===== config.mk =====
export PLATFORM = sky130hd
export DESIGN_NAME = fetch_sequencer
export DESIGN_NICKNAME = d
export VERILOG_FILES = /design/src/rtl/fetch_seq_pkg.sv /design/src/rtl/fetch_sequencer_pc_next.sv /design/src/rtl/fetch_sequencer.sv
export SDC_FILE = /design/constraint.sdc
export NUM_CORES = 1
export LEC_CHECK = 0
export ABC_AREA = 1
export BUFFER_PORTS_ARGS = -buffer_cell sky130_fd_sc_hd__buf_2
export CAP_MARGIN = 20
export CELL_PAD_IN_SITES_DETAIL_PLACEMENT = 0
export CELL_PAD_IN_SITES_GLOBAL_PLACEMENT = 1
export CORE_ASPECT_RATIO = 0.8
export CORE_MARGIN = 3
export CORE_UTILIZATION = 32
export DETAILED_ROUTE_END_ITERATION = 8
export PLACE_DENSITY_LB_ADDON = 0.3
export SYNTH_ARGS = -nofsm -noshare
export SYNTH_HDL_FRONTEND = slang
export SYNTH_SLANG_ARGS = --single-unit

===== constraint.sdc =====
create_clock -name clk -period 1.8 [get_ports clk]
set_input_delay 0.36 -clock clk [delete_from_list [all_inputs] [get_ports clk]]
set_output_delay 0.36 -clock clk [all_outputs]
set_load 0.01 [all_outputs]

===== src/rtl/fetch_seq_pkg.sv =====
// Shared types and default sizing for the fetch/run sequencer.
package fetch_seq_pkg;

  typedef enum logic [1:0] {
    IDLE = 2'd0,
    RUN  = 2'd1,
    DONE = 2'd2
  } seq_state_t;

  localparam int SEQ_D         = 12;
  localparam int SEQ_HALT_ADDR = 128;
  localparam int SEQ_CW        = 16;

endpackage


===== src/rtl/fetch_sequencer_pc_next.sv =====
// Candidate next program counter: absolute jump beats relative jump beats increment.
module pc_next
  import fetch_seq_pkg::*;
#(
  parameter int D = SEQ_D
) (
  input  logic [D-1:0] pc,
  input  logic         reljump_en,
  input  logic         absjump_en,
  input  logic [D-1:0] target,
  output logic [D-1:0] pc_nxt
);

  // Offsets are two's complement, so a plain D-bit add wraps correctly.
  always_comb begin
    if (absjump_en)
      pc_nxt = target;
    else if (reljump_en)
      pc_nxt = pc + target;
    else
      pc_nxt = pc + D'(1);
  end

endmodule


===== src/rtl/fetch_sequencer.sv =====
// Fetch/run controller: owns the PC, jumps, stalls and the req/done handshake.
// Optional saturating run-cycle counter enabled by FETCH_SEQ_CYCLE_CNT_EN.
//
// state | meaning
// IDLE  | waiting for req
// RUN   | fetching; PC advances unless stalled
// DONE  | run finished; waiting for req to drop
module fetch_sequencer
  import fetch_seq_pkg::*;
#(
  parameter int D          = SEQ_D,
  parameter int START_ADDR = 0,
  parameter int HALT_ADDR  = SEQ_HALT_ADDR,
  parameter int CW         = SEQ_CW
) (
  input  logic          clk,
  input  logic          reset,
  input  logic          req,
  input  logic          reljump_en,
  input  logic          absjump_en,
  input  logic [D-1:0]  target,
  input  logic          halt,
  input  logic          stall,
  output logic [D-1:0]  prog_ctr,
  output logic          busy,
  output logic          done,
  output logic [CW-1:0] cycle_cnt
);

  localparam logic [D-1:0] START_PC = D'(START_ADDR);
  localparam logic [D-1:0] HALT_PC  = D'(HALT_ADDR);

  seq_state_t   state;
  logic [D-1:0] pc_nxt;

  pc_next #(.D(D)) u_pc_next (
    .pc         (prog_ctr),
    .reljump_en (reljump_en),
    .absjump_en (absjump_en),
    .target     (target),
    .pc_nxt     (pc_nxt)
  );

  // Reaching HALT_PC wins over stall; a stall masks halt and jumps.
  always_ff @(posedge clk or posedge reset) begin
    if (reset) begin
      state    <= IDLE;
      prog_ctr <= '0;
      busy     <= 1'b0;
      done     <= 1'b0;
    end else begin
      case (state)
        IDLE: begin
          if (req) begin
            state    <= RUN;
            busy     <= 1'b1;
            prog_ctr <= START_PC;
          end
        end
        RUN: begin
          if (prog_ctr == HALT_PC || (!stall && halt)) begin
            state <= DONE;
            busy  <= 1'b0;
            done  <= 1'b1;
          end else if (!stall) begin
            prog_ctr <= pc_nxt;
          end
        end
        DONE: begin
          if (!req) begin
            state <= IDLE;
            done  <= 1'b0;
          end
        end
        default: begin
          state <= IDLE;
          busy  <= 1'b0;
          done  <= 1'b0;
        end
      endcase
    end
  end

`ifdef FETCH_SEQ_CYCLE_CNT_EN
  logic [CW-1:0] cnt_q;

  always_ff @(posedge clk or posedge reset) begin
    if (reset)
      cnt_q <= '0;
    else if (state == IDLE && req)
      cnt_q <= '0;
    else if (state == RUN && cnt_q != '1)
      cnt_q <= cnt_q + CW'(1);
  end

  assign cycle_cnt = cnt_q;
`else
  assign cycle_cnt = '0;
`endif

endmodule


; ---- Word-level counts from Yosys, hierarchy flattened
; Index checks and enable logic that the tools add are counted.
[classes]
eq_ne = 8
n_mux = 16
addsub = 2
bitwise_logic = 2
reduce_logical = 9
[op_table]
columns = cell, n
row1 = 12-bit 2-to-1 mux, 5
row2 = 12-bit case mux with 2 select lines, 1
row3 = "12-bit by 1-bit adder with 12-bit output, second input constant", 1
row4 = 12-bit adder, 1
row5 = "12-bit by 8-bit equality test with 1-bit output, second input constant", 1
row6 = "2-bit inequality test, second input constant", 5
row7 = 3-bit AND reduction, 3
row8 = 2-bit 2-to-1 mux, 3
row9 = 1-bit case mux with 3 select lines, 2
row10 = 2-bit case mux with 3 select lines, 1
row11 = 1-bit 2-to-1 mux, 4
row12 = 4-bit AND reduction, 1
row13 = "2-bit by 1-bit equality test with 1-bit output, second input constant", 1
row14 = "2-bit equality test, second input constant", 1
row15 = 2-bit zero test, 1
row16 = 1-bit NOT, 2
row17 = 2-bit nonzero test, 1
row18 = 1-bit logical AND, 1
row19 = 1-bit zero test, 1
row20 = 1-bit logical OR, 1
[totals]
wordCells = 41
output_inout_bits = 30
reg_bits = 16
inputBits = 19

; ---- Depth between registers and ports, before layout
; Gate-level depths: netlist (run 1).
[depth]
ltp_word = 6
ltp_mapped = 14
mapped_depth_nobuf = 13

; ---- Modules after synthesis
; Synthesis (run 1) repeated with hierarchy kept, for this count alone.
[hier_totals]
cells_unflattened = 305
hier_area_um2 = 1826.8
[modules_own_cells]
columns = module, cells_each, area_per_inst_um2, instances, seq_area_each_um2
row1 = fetch_sequencer, 130, 969.7, 1, 400.4
row2 = pc_next, 175, 857.1, 1, 0.0

; ---- Worst setup path before layout (run 1)
; OpenSTA, ideal clock, no wires.
[synth_path]
path_kind = input to register
start = input reljump_en
end = register prog_ctr[6]
setup_time_ns = 0.116
n_path_buf = 1
t_required_ns = 1.684
path_stages = 12
slack_ns = -0.166
arrival_time_ns = 1.850
cell_sequence = clkbuf_1 > nand2_1 > ha_1 > inv_1 > fa_1 > nor2_1 > nor2_1 > o21ai_0 > or2_1 > nand3_1 > nand2_1 > nand2_1
[synth_between]
elab_chain_len = 5
[synth_lines]
columns = element, line
row1 = "start, declared", fetch_sequencer.sv:19  ; input logic reljump_en,
row2 = 12-bit 2-to-1 mux, fetch_sequencer_pc_next.sv:18  ; else if (reljump_en)
row3 = 12-bit 2-to-1 mux, fetch_sequencer_pc_next.sv:16  ; if (absjump_en)
row4 = 12-bit 2-to-1 mux, fetch_sequencer.sv:65  ; end else if (!stall) begin
row5 = 12-bit 2-to-1 mux, fetch_sequencer.sv:61  ; if (prog_ctr == HALT_PC || (!stall && halt)) begin
row6 = 12-bit case mux with 2 select lines, fetch_sequencer.sv:52  ; case (state)
row7 = "end signal, assigned", fetch_sequencer.sv:66  ; prog_ctr <= pc_nxt;
row8 = "end, declared", fetch_sequencer.sv:24  ; output logic [D-1:0] prog_ctr,
; Every way passes these cells. The select of a mux whose other input is x is not followed.
; A chain may end at the register's enable or synchronous reset.

; ---- Final worst setup path (run 1)
[layout_path]
start = register prog_ctr[0]
end = register prog_ctr[6]
[layout_between]
elab_chain_len = 6
elab_cells_between_ends = 11
cone_classes = 2 x add/sub / 2 x eq/ne / 5 x mux / 2 x reduce/logical
[layout_lines]
columns = element, line
row1 = 12-bit by 1-bit adder with 12-bit output or 12-bit adder (tied branches), "fetch_sequencer_pc_next.sv:21, fetch_sequencer_pc_next.sv:19"
row2 = 12-bit 2-to-1 mux, fetch_sequencer_pc_next.sv:18
row3 = 12-bit 2-to-1 mux, fetch_sequencer_pc_next.sv:16
row4 = 12-bit 2-to-1 mux, fetch_sequencer.sv:65
row5 = 12-bit 2-to-1 mux, fetch_sequencer.sv:61
row6 = 12-bit case mux with 2 select lines, fetch_sequencer.sv:52
; Parallel ways exist; a longest one is shown, timed or not. The select of a mux whose other input is x is not followed.

==> reports/qor_table.md, run 1 <==
| Metric | This run | Unit |
|---|---|---|
| Run status | finished, final reports clean | - |
| CTS tree | yes | - |
| Final setup violating endpoints | 0 | - |
| Post-synthesis instance area | 1680 | um^2 |
| Global routing usage on met2 | 23.1 | % |
| Clock slew at reported path FFs | 0.08 | ns |
| Post-route design area | 2060 | um^2 |
| Later-pin clock latency in the skew report | 0.26 | ns |
| Series of cell instances along the critical path | ha_4 -> inv_2 -> fa_2 -> nor2_2 -> nor2_2 -> o21ai_2 -> or2_1 -> nand3_1 -> nand2_1 -> nand2_1 | - |
| First-pass GRT wire length | 7480 | um |
| Pre-antenna DRT Iters | 4 | - |
| Met1 GRT Util | 23.2 | % |
| Flip-flop and latch count after synthesis | 16 | - |
| Final min period | 1.70 | ns |
| Fraction of the yosys area taken by sequential cells | 23.9 | % |
| Number of instances in the placed design | 378 | - |
| Global-route total usage across every layer | 15.5 | % |
| Post-CTS Setup Inserts | 0 | - |
| Via count of the first global-routing pass | 1,572 | - |
| Final weighted congestion in routability-driven placement | 0.866 | - |
| Final number of hold-violating endpoints | 0 | - |
| Syn_area_per_cell | 6.07 | um^2 |
| Count of vias placed by the detailed router | 1,688 | - |
| Area growth from synthesis to layout | 22.9 | % |
| Diode insertion count for antenna repair | 0 | - |
| Drc violations | 0 | - |
| CTS Buffer Depth | 2 | - |
| Area after detailed placement | 1960 | um^2 |
| Yosys Warn Count | 0 | - |
| Post-Syn Instances | 276 | - |
| Number of antenna violations at the first check in global routing | 0 | - |
| Synth async-reset ratio | 100 | % |
| Nets | 354 | - |
| Hold crit path type | in2async | - |
| Fraction of synthesized cell area in xor and xnor cells | 2.09 | % |
| Most common cell in the netlist | nand2_1 | - |
| Die Height | 70.7 | um |
| Grt ovf | 0 | - |
| Worst IR Drop VDD | 0.506 | mV |
| Post-Layout Cell Count | 382 | - |
| Crit-path leading delay family | adder cells | - |
| Critical path launch point type | flip-flop | - |
| Number of DRC markers in iteration 0 | 61 | - |
| CP arrival | 1.85 | ns |
| Largest family of logic cells by synthesized area | simple AND/OR/NAND/NOR gates | - |
| Routing layer with the top usage in global route | met1 | - |
| Total die area | 6150 | um^2 |
| Fraction of final layout cells with drive strength greater than 1 | 21.1 | % |
| Setup repair after global routing missed its margin | true | - |
| Cell type with the highest aggregate area in the netlist | dfrtp_1 | - |
| Worst-path maximum fanout | 3 | - |
| Largest stage delay on the critical path | 0.39 | ns |
| Post-route ant nets | 0 | - |
| Main flop type after synthesis | dfrtp_1 | - |
| Worst Path Buf+Inv | 1 | - |
| Width of the die | 86.9 | um |
| Max-slew violation count | 0 | - |
| Largest clock skew in the final design | 0.00599 | ns |
| Fraction of the mapped netlist area in adder cells | 9.40 | % |
| Average wire per standard cell | 12.0 | um |
| Smallest hold slack | 0.0948 | ns |
| Met3 routing resource usage after global routing | 3.38 | % |
| Post-detailed-routing wire length | 4570 | um |
| Cts bufs inserted | 3 | - |
| Mux contribution to synthesized area | 0 | % |
| Part of the cycle the worst path needs | 94.4 | % |
| CTS root buffer | clkbuf_8 | - |
| Worst setup path class | reg2reg | - |
| H-tree level count | 1 | - |
| I/O pin count | 49 | - |
| Proportion of netlist area held by the largest area contributor | 23.9 | % |
| Worst endpoint required time | 1.95 | ns |
| Count of different cell masters after synthesis | 28 | - |
| Number of core rows | 22 | - |
| Maximum number of pins on one net before global-route repair | 17 | - |
| Hold buffer count at cts | 0 | - |
| Core area | 4820 | um^2 |
| Number of clock sinks | 16 | - |
| Static leakage | 1.25 | nW |
| Largest cells by area after synthesis | dfrtp_1 (24%), nand2_1 (22%), inv_1 (9.4%) | - |
| Initial Util | 34.8 | % |
| Detail Placement HPWL | 3670 | um |
| Maximum clock rate | 0.589 | GHz |
| Power per standard cell area | 1280 | nW/um^2 |
| Endpoint class of the critical path | flip-flop | - |
| Number of enable-type register cells in the synthesized netlist | 0 | - |
| Simple-gate area share of the yosys netlist | 39.7 | % |
| Number of vias per cell after detailed routing | 4.42 | - |
| Most frequent cells after synthesis | nand2_1 (99), inv_1 (42), nor2_1 (34) | - |
| Number of max-cap violations | 0 | - |
| Count of buffers inserted at the top-level ports | 32 | - |
| Critical path's slowest cell | dfrtp_1 | - |
| Fraction of the mapped netlist area in compound gates | 6.64 | % |
-- repair_timing --
| action | CTS | global route |
|---|---|---|
| pin swaps | 1 | 2 |
| setup endpoints to repair | 1 | 7 |
| resized for setup | 1 | 9 |
-- worst min-delay path: stages --
cell and delay [ns]:
buf_2 0.09, inv_1 0.04, buf_4 0.24
-- state kept, by name, indices dropped and copies added, names as in the netlist --
| name | flops |
|---|---|
| busy | 1 |
| state | 2 |
| done | 1 |
| prog_ctr | 12 |
-- stage by stage --
| step | total power, mW | util, % | worst slack, ns | TNS (ns) |
|---|---|---|---|---|
| finish | 2.64 | 42.8 | 0.101 | 0 |
| global route | 2.94 | 42.8 | -0.0236 | -0.0446 |
| CTS | 2.62 | 41.8 | 0.0161 | 0 |
| detailed placement | 2.25 | 40.6 | -0.269 | -1.46 |
| global placement | 2.24 | 40.6 | -0.255 | -1.18 |
| floorplan | 1.70 | - | 0.00608 | 0 |
-- logic make-up after synthesis --
kind of cell,Yosys count
xor+xnor,4
simple gates,161
buf+inv,62
compound gates,20
flops,16
fa+ha+maj,12
other cells,1
-- final cells by class --
type                    count  area, um^2
flip-flops and latches     16         402
inverters                  42         158
clock buffers               4        55.1
multi-input cells         213        1100
fillers                   549        2760
well taps                  60        75.1
repair buffers             47         275
-- power breakdown --
group	switching (mW)	total, mW	internal (mW)
combinational	0.938	1.62	0.683
clock	0.153	0.348	0.195
sequential	0.159	0.672	0.513
-- placed cells by master (no fill, tap or decap), drive strengths merged, types with 4 or more instances in the layout --
master  instances
a21oi           6
nor2           34
conb           16
ha             11
o21ai          11
dfrtp          16
nand4           4
nand3          17
buf            46
clkbuf          5
inv            42
nand2         101
-- final timing paths --
| kind | startpoint | endpoint | slack (ns) | cells past startpoint |
|---|---|---|---|---|
| max | prog_ctr[0] | prog_ctr[6] | 0.10 | 10 |
| min | reset | prog_ctr[9] | 0.09 | 3 |
| max reg2reg | prog_ctr[0] | prog_ctr[6] | 0.10 | 10 |
| min reg2reg | done | done | 0.48 | 2 |
| max in group asynchronous | reset | prog_ctr[1] | 1.50 | 3 |
| min in group clk | req | state[1] | 0.37 | 3 |
-- metal layers --
layer / up-vias / routed length, um
met1: 744 / 2410
met2: 31 / 1910
met3: 2 / 228
li1: 911 / -
met5: - / 0
met4: 0 / 18
(Power assumes the default switching activity.)
==> run 2, diff against run 1 <==
- CORE_MARGIN: 3 -> not set
- REMOVE_ABC_BUFFERS: not set -> 1
==> run 2 against run 1 <==
Setup slack lost 0.043 ns. Clock power shrank 16%. Critical path depth is the same. Worst hold slack gained 0.0077 ns. Sequential power shrank 1%. First-iteration DRC count grew 4.9%. Utilization shrank 0.44 points. Critical endpoint is now prog_ctr[8]. Clock skew is essentially flat. Cell area grew 3.5%. Sequential share of layout area shrank 0.71 points. Maximum frequency shrank 2.5%. Global-route usage grew 1.6 points.
==> reports/qor_table.md, run 2 (synthesis results as in run 1) <==
| Metric | This run | Unit |
|---|---|---|
| CTS tree | yes | - |
| Worst IR Drop VDD | 0.589 | mV |
| Clock slew at reported path FFs | 0.07 | ns |
| Hold crit path type | in2async | - |
| Switching power summed over all nets | 1.25 | mW |
| Commonest cells after routing, fill and taps aside | nand2_1 (98), inv_1 (41), buf_2 (32) | - |
| Count of vias placed by the detailed router | 1,707 | - |
| Seq. cell area | 400 | um^2 |
| Largest regs | prog_ctr (12), state (2) | - |
| Hold buffer count at cts | 0 | - |
| Worst endpoint required time | 2.00 | ns |
| Total chip power | 2.65 | mW |
| Post-Layout Cell Count | 390 | - |
| Smallest hold slack | 0.102 | ns |
| CTS Buffer Depth | 2 | - |
| Sequential share of power | 25.1 | % |
| Power per standard cell area | 1240 | nW/um^2 |
| Combinational cell fraction of total power | 63.8 | % |
| Number of clock sinks | 16 | - |
| Drc violations | 0 | - |
| Global-route total usage across every layer | 17.1 | % |
| Die Height | 66.7 | um |
| Final setup violating endpoints | 0 | - |
| I/O pin count | 49 | - |
| Register with the most flip-flops | prog_ctr | - |
| Final weighted congestion in routability-driven placement | 0.817 | - |
| Number of core rows | 23 | - |
| Part of the cycle the worst path needs | 96.8 | % |
| Endpoint class of the critical path | flip-flop | - |
| Worst setup timing slack at the placement stage | -0.175 | ns |
| Grt ovf | 0 | - |
| Met2 wire length | 1920 | um |
| CP arrival | 1.94 | ns |
| Nets | 361 | - |
| Final number of hold-violating endpoints | 0 | - |
| Register-to-register setup slack | 0.06 | ns |
| Critical path launch point type | flip-flop | - |
| Depth of the worst register-to-register path | 10 | - |
| Area after detailed placement | 1960 | um^2 |
| Cts bufs inserted | 3 | - |
| Diode insertion count for antenna repair | 0 | - |
| Number of instances in the placed design | 383 | - |
| Post-route design area | 2130 | um^2 |
| Core area | 5040 | um^2 |
| Post-route ant nets | 0 | - |
| Later-pin clock latency in the skew report | 0.26 | ns |
| Detailed-routed wire length on met3 | 126 | um |
| Width of the die | 82.9 | um |
| Number of vias per cell after detailed routing | 4.38 | - |
| Number of DRC markers in iteration 0 | 64 | - |
| Fraction of final layout cells with drive strength greater than 1 | 23.2 | % |
| Part of the total power dissipated in the clock network | 11.1 | % |
| Static leakage | 1.27 | nW |
| Commonest non-fill, non-tap cell in the layout | nand2_1 | - |
| Post-detailed-routing wire length | 4520 | um |
| Worst setup path class | reg2reg | - |
| Count of fill cells added during filler insertion | 569 | - |
| Worst-path maximum fanout | 2 | - |
| Initial Util | 33.3 | % |
| Internal power of the cells | 1.40 | mW |
| Summed negative setup slack over all endpoints | 0 | ns |
| H-tree level count | 1 | - |
| First-pass GRT wire length | 7390 | um |
| Top layer in use | met4 | - |
| Total die area | 5530 | um^2 |
| Pre-antenna DRT Iters | 4 | - |
| Max-slew violation count | 0 | - |
| Setup repair after global routing missed its margin | true | - |
| Max FFs per register | 12 | - |
| Count of buffers inserted at the top-level ports | 32 | - |
| Area growth from synthesis to layout | 27.2 | % |
| Maximum clock rate | 0.574 | GHz |
| Maximum number of pins on one net before global-route repair | 17 | - |
| CTS root buffer | clkbuf_8 | - |
| Startpoint of the lowest-slack register-to-register path | prog_ctr[0] | - |
| Final min period | 1.74 | ns |
| Number of max-cap violations | 0 | - |
| Least setup slack across all paths after layout | 0.0580 | ns |
| Run status | finished, final reports clean | - |
| Detail Placement HPWL | 3520 | um |
| Average wire per standard cell | 11.6 | um |
| Largest clock skew in the final design | 0.00593 | ns |
| Via count of the first global-routing pass | 1,548 | - |
| Core utilization of the finished layout | 42.3 | % |
| Critical register-to-register path endpoint | prog_ctr[8] | - |
| Post-route met1 wirelength | 2440 | um |
| Total area of multi-input combinational cells | 1130 | um^2 |
| Number of antenna violations at the first check in global routing | 0 | - |
| Proportion of total power due to net switching | 47.3 | % |
run 2: changes by cell type in the layout (fill, tap and decap cells not counted), moves of 2 or more:
| cell | before | now |
|---|---|---|
| ha_4 | 3 | 5 |
| nor2_4 | 0 | 2 |
| buf_4 | 15 | 22 |
| o21ai_1 | 4 | 6 |
| o21ai_0 | 5 | 3 |
| ha_1 | 8 | 5 |
run 2: how the worst max path moves through the flow:
stage | slack [ns] | from | end | cells past startpoint
4_1_cts | 0.01 | prog_ctr[0] | prog_ctr[6] | 10
3_3_place_gp | -0.19 | reljump_en | prog_ctr[8] | 13
6_report | 0.06 | prog_ctr[0] | prog_ctr[8] | 10
2_1_floorplan | 0.004 | prog_ctr[0] | prog_ctr[6] | 10
3_5_place_dp | -0.18 | reljump_en | prog_ctr[6] | 12
5_1_grt | -0.04 | prog_ctr[0] | prog_ctr[6] | 10
run 2: layout make-up:
class,count,area share (%)
multi-input cells,213,53.0
inverters,42,7.39
well taps,62,3.64
flip-flops and latches,16,18.8
clock buffers,3,1.94
repair buffers,54,15.3
run 2: critical path: stages (launching register included):
cell,delay [ns]
dfrtp_1,0.36
ha_2,0.19
inv_2,0.04
fa_2,0.41
nor2_4,0.14
o21ai_1,0.08
buf_4,0.14
a21o_1,0.16
nand3_1,0.06
nand2_1,0.05
nand2_1,0.05
run 2: metal layers:
metal | GRT usage [%] | up-vias
li1 | - | 922
met1 | 24.4 | 754
met2 | 27.2 | 26
met4 | 3.23 | 0
met3 | 2.97 | 5
met5 | 0 | -
run 2: power by group through the flow:
stage	Sequential (mW)	Clock (mW)	Combinational, mW
4_1_cts	0.647	0.306	1.57
5_1_grt	0.685	0.319	1.93
3_3_place_gp	0.652	0	1.56
6_report	0.663	0.294	1.69
3_5_place_dp	0.653	0	1.56
2_1_floorplan	0.704	0	0.926
run 2: timing repair:
action / CTS / global route
endpoints found under the setup margin: 0 / 8
gates resized for setup: 0 / 21
buffers inserted: 0 / 4
